[config.mk]
export PLATFORM = sky130hd
export DESIGN_NAME = mem_access_ctrl
export DESIGN_NICKNAME = d
export VERILOG_FILES = /design/src/rtl/mem_access_ctrl.sv
export SDC_FILE = /design/constraint.sdc
export NUM_CORES = 1
export LEC_CHECK = 0
export ABC_CLOCK_PERIOD_IN_PS = 10100
export CORE_MARGIN = 2
export CORE_UTILIZATION = 45
export DETAILED_ROUTE_END_ITERATION = 12
export HOLD_SLACK_MARGIN = 0.15
export PLACE_DENSITY = 0.86
export SLEW_MARGIN = 25
export SYNTH_ARGS = -nofsm -noshare
export SYNTH_HDL_FRONTEND = slang
export SYNTH_SLANG_ARGS = --single-unit
export TNS_END_PERCENT = 1
[constraint.sdc]
create_clock -name clk -period 10.1 [get_ports clk]
set_input_delay 2.02 -clock clk [delete_from_list [all_inputs] [get_ports clk]]
set_output_delay 2.02 -clock clk [all_outputs]
set_load 0.03 [all_outputs]
[src/rtl/mem_access_ctrl.sv]
// MEM-stage data-memory initiator: latches a load/store, runs the strobe/ready handshake with a
// timeout abort, and freezes the pipeline meanwhile. Define MEM_READ_BYPASS_EN for a one-entry read buffer.
//
// state  | meaning
// IDLE   | waiting for a pipeline load/store; strobes low
// ACCESS | strobe held to memory until mem_ready or timeout
// DONE   | one-cycle release so the pipeline advances; requests ignored
module mem_access_ctrl #(
  parameter int ADDR_W  = 32,
  parameter int DATA_W  = 32,
  parameter int TIMEOUT = 255
) (
  input  logic              clk,
  input  logic              rst,
  input  logic              req_read,
  input  logic              req_write,
  input  logic [ADDR_W-1:0] req_addr,
  input  logic [DATA_W-1:0] req_wdata,
  output logic [DATA_W-1:0] rdata_out,
  output logic              freeze,
  output logic              err,
  output logic [ADDR_W-1:0] mem_address,
  output logic [DATA_W-1:0] mem_wdata,
  output logic              mem_read,
  output logic              mem_write,
  input  logic [DATA_W-1:0] mem_rdata,
  input  logic              mem_ready
);

  typedef enum logic [1:0] {IDLE, ACCESS, DONE} state_t;

  // ACCESS may last TIMEOUT cycles; the abort fires on the last of them.
  localparam logic [7:0] TIMEOUT_TC = 8'(TIMEOUT - 1);

  state_t            state;
  logic [7:0]        timer;
  logic              req_any;
  logic              timeout_hit;
  logic              bypass_hit;
  logic [DATA_W-1:0] bypass_data;

  assign req_any     = req_read | req_write;
  assign timeout_hit = (state == ACCESS) && !mem_ready && (timer == TIMEOUT_TC);
  assign freeze      = ((state == IDLE) && req_any) || (state == ACCESS);

`ifdef MEM_READ_BYPASS_EN
  logic              buf_valid;
  logic [ADDR_W-3:0] buf_addr;
  logic [DATA_W-1:0] buf_data;

  assign bypass_hit  = req_read && !req_write && buf_valid && (buf_addr == req_addr[ADDR_W-1:2]);
  assign bypass_data = buf_data;

  always_ff @(posedge clk or posedge rst) begin
    if (rst) begin
      buf_valid <= 1'b0;
      buf_addr  <= '0;
      buf_data  <= '0;
    end else if (state == ACCESS) begin
      if (mem_ready) begin
        if (mem_read) begin
          buf_valid <= 1'b1;
          buf_addr  <= mem_address[ADDR_W-1:2];
          buf_data  <= mem_rdata;
        end else if (buf_valid && (buf_addr == mem_address[ADDR_W-1:2])) begin
          buf_data <= mem_wdata;
        end
      end else if (timeout_hit) begin
        buf_valid <= 1'b0;
      end
    end
  end
`else
  assign bypass_hit  = 1'b0;
  assign bypass_data = '0;
`endif

  always_ff @(posedge clk or posedge rst) begin
    if (rst) begin
      state       <= IDLE;
      timer       <= '0;
      err         <= 1'b0;
      rdata_out   <= '0;
      mem_address <= '0;
      mem_wdata   <= '0;
      mem_read    <= 1'b0;
      mem_write   <= 1'b0;
    end else begin
      case (state)
        IDLE: begin
          if (req_any) begin
            // Simultaneous read+write is illegal: flagged, then issued as a write.
            if (req_read && req_write) err <= 1'b1;
            if (bypass_hit) begin
              rdata_out <= bypass_data;
              state     <= DONE;
            end else begin
              mem_address <= {req_addr[ADDR_W-1:2], 2'b00};
              mem_wdata   <= req_wdata;
              mem_write   <= req_write;
              mem_read    <= !req_write;
              timer       <= '0;
              state       <= ACCESS;
            end
          end
        end
        ACCESS: begin
          if (mem_ready) begin
            if (mem_read) rdata_out <= mem_rdata;
            mem_read  <= 1'b0;
            mem_write <= 1'b0;
            state     <= DONE;
          end else if (timeout_hit) begin
            rdata_out <= '0;
            err       <= 1'b1;
            mem_read  <= 1'b0;
            mem_write <= 1'b0;
            state     <= DONE;
          end else begin
            timer <= timer + 8'd1;
          end
        end
        DONE:    state <= IDLE;
        default: state <= IDLE;
      endcase
    end
  end

endmodule

==> reports/results.ini <==
[setup_path]
crit_top_cell = clkdlybuf4s50_1
critPathLaunchType = input port
cp.required_ns = 8.08
max_stage_delay_ns = 0.67
critPathKind = input port to output port
path_max_fanout = 6
crit_arrival_ns = 3.52
r2r_start = timer[0]
r2r-end = rdata_out[29]
reg2regPathDepth = 6
crit_chain = clkdlybuf4s50_1 > nor3_1 > nor2_1 > clkdlybuf4s50_1
r2r_slack_ns = 8.28
crit_slowest_cell = clkdlybuf4s50_1
cp-end-kind = output port

[clocking]
clk_latency_ns = 0.36
cts_made_buffers = 9
cts_setup_buffers = 0
cts.sinks = 107
cts_hold_buf = 0
clock_path_buffers = 2
cts_tree = yes
h-tree-depth = 3
root_buffer = clkbuf_8
cts.repair.resized = 0
clk_pin_slew_worst_paths_ns = 0.09

[timing]
final.setup_skew_ns = 0.0192
setup_ws_ns = 4.56
tns_ns = 0
hold_violations = 0
rsz0062_at_grt = no
slew_headroom_pct = 45.5
worst_pin_slew_ns = 0.817
max_freq_mhz = 181
period_needed_ns = 5.54
post-route-period-util_pct = 54.8
setup_viol = 0
slew_viol_final = 0

[grt]
grt_pass1_vias = 4005
track_usage_pct = 22.9
grt_pass1_wl_mm = 19.0
antenna_found_initial = 0
grt_max_degree = 70
grt-ovfl-total = 0

[finish]
diodes = 0
syn_to_final_growth_pct = 51.1
post-route-util_pct = 70.6
drive_gt1_share_pct = 3.46
layout.nets = 763

[yosys]
seq_area_frac_synth_pct = 61.4
synth_edf_count = 0
synth_cells = 476
ys_warn_count = 0
synthTopCellsByCount = nand2_1, dfrtp_1, a22oi_1
synth_top_area_share_pct = 61.4
synth_top_area_cell = dfrtp_1
yosysMostFrequentCell = nand2_1
synth_seq_cells = 107
ys.flop_type = dfrtp_1
synth_area_leaders = dfrtp_1, nand2_1, a22oi_1
synthArstFlopShare_pct = 100
synthesis.area_sq_um = 4360
synth_cell_types = 35
avgSynthCellArea_sq_um = 9.16

[min_path]
hp-class = flop to flop
worstHoldStart = mem_address[18]
hold_depth = 2
worstHoldEndpoint = mem_address[18]

[detailed_routing]
routed-via-count = 3950
viasPerCell = 4.97
drc = 0
post_drt_wl_per_cell_microns = 14.7
firstDrtPassIters = 5
initialDrtViolationCount = 175
antenna_left = 0
routed_wl_mm = 11.6

[floorplanning]
dieArea_sq_um = 10500
rows = 35
initial_core_util_pct = 46.7
core_area_sq_um = 9330
die_w_microns = 102
die_h_microns = 102
io-pin-count = 201

[placement]
routabilityCongestion = 0.798
dp_hpwl_mm = 8.23
numPortBuffers = 196
pre_cts_ws_ns = 4.57

[power_and_ir_drop]
p_clk_share_pct = 12.8
vdd_drop_max_v = 0.000182
power.density_nw_per_um2 = 303
power_frac_seq_pct = 34.1
p_leak_nw = 3.11
power_switching_share_pct = 43.7
internal_power_mw = 1.12
netSwitchingPower_mw = 0.871
p_comb_share_pct = 53.0

[run]
cap_violations = 0

[run_status]
run_status = finished clean

==> cells by family after synthesis <==
group / Yosys count / synth area share (%)
buffers and inverters: 33 / 3.67
AO/OA/AOI/OAI: 54 / 9.16
flip-flops: 107 / 61.4
adder cells (fa/ha/maj): 2 / 0.574
other: 1 / 0.0861
multiplexers: 1 / 0.230
AND/OR/NAND/NOR: 278 / 24.8
==> critical path: cells and delay by family <==
kind / cells / cell delay [ns]
buf+inv: 2 / 1.30
simple gates: 2 / 0.19
==> power by group through the flow <==
stage	logic, mW	registers, mW	clock network [mW]
5_1_grt	1.14	0.702	0.279
6_report	1.06	0.680	0.256
3_5_place_dp	1.07	0.688	0
3_3_place_gp	1.04	0.679	0
4_1_cts	1.07	0.682	0.262
2_1_floorplan	0.341	0.977	0
==> stage by stage <==
stage | power (mW) | cell area [sq um] | hold WS [ns] | std cells
detailed placement | 1.75 | 6400 | 0.463 | 778
floorplan | 1.32 | 4360 | 0.488 | 477
global route | 2.12 | 6590 | 0.501 | 794
finish | 1.99 | 6590 | 0.479 | 794
CTS | 2.01 | 6590 | 0.483 | 794
global placement | 1.72 | 6390 | 0.457 | 778
==> worst max-delay path by stage <==
stage              start      to  slack (ns)  cells after the start
6_report       req_write  freeze        4.56                      4
5_1_grt        req_write  freeze        4.49                      4
4_1_cts        req_write  freeze        4.56                      4
3_5_place_dp   req_write  freeze        4.57                      4
3_3_place_gp   req_write  freeze        4.60                      4
2_1_floorplan        rst     err        5.26                      1
==> cells in the final DEF, fill, tap and decap left out, types with 2 or more instances in the layout <==
master           instances
o21ai_0                  2
clkdlybuf4s50_1        196
a22oi_1                 32
inv_1                    5
dfrtp_1                107
a31oi_1                  2
clkbuf_1                 3
buf_4                    3
nor2_1                   6
ha_1                     2
a21oi_1                  3
nand3_1                  5
clkbuf_8                 9
o31ai_1                  4
nand2_1                256
o211ai_1                 3
conb_1                   2
nor3_1                   2
==> layer usage <==
layer  global-route usage, %  wire [microns]  share of wire, %  vias up
li1                        -               -                 -     1894
met1                    28.0            4610                40     1853
met2                    38.2            5790                50      167
met3                    6.36             798               6.9       36
met4                    10.1             440               3.8        0
met5                       0               0                 0        -
==> state kept, by name, indices dropped and copies added (netlist names) <==
name	flops
mem_read	1
mem_write	1
mem_wdata	32
state	2
timer	8
mem_address	30
rdata_out	32
err	1
==> layout make-up <==
| type | count | area, sq um |
|---|---|---|
| inverters | 6 | 25.0 |
| clock inverters | 4 | 51.3 |
| repair buffers | 199 | 1980 |
| clock buffers | 12 | 135 |
| well taps | 129 | 161 |
| flip-flops and latches | 107 | 2680 |
| fillers | 716 | 2740 |
| multi-input cells | 337 | 1550 |
(Power assumes the default switching activity.)
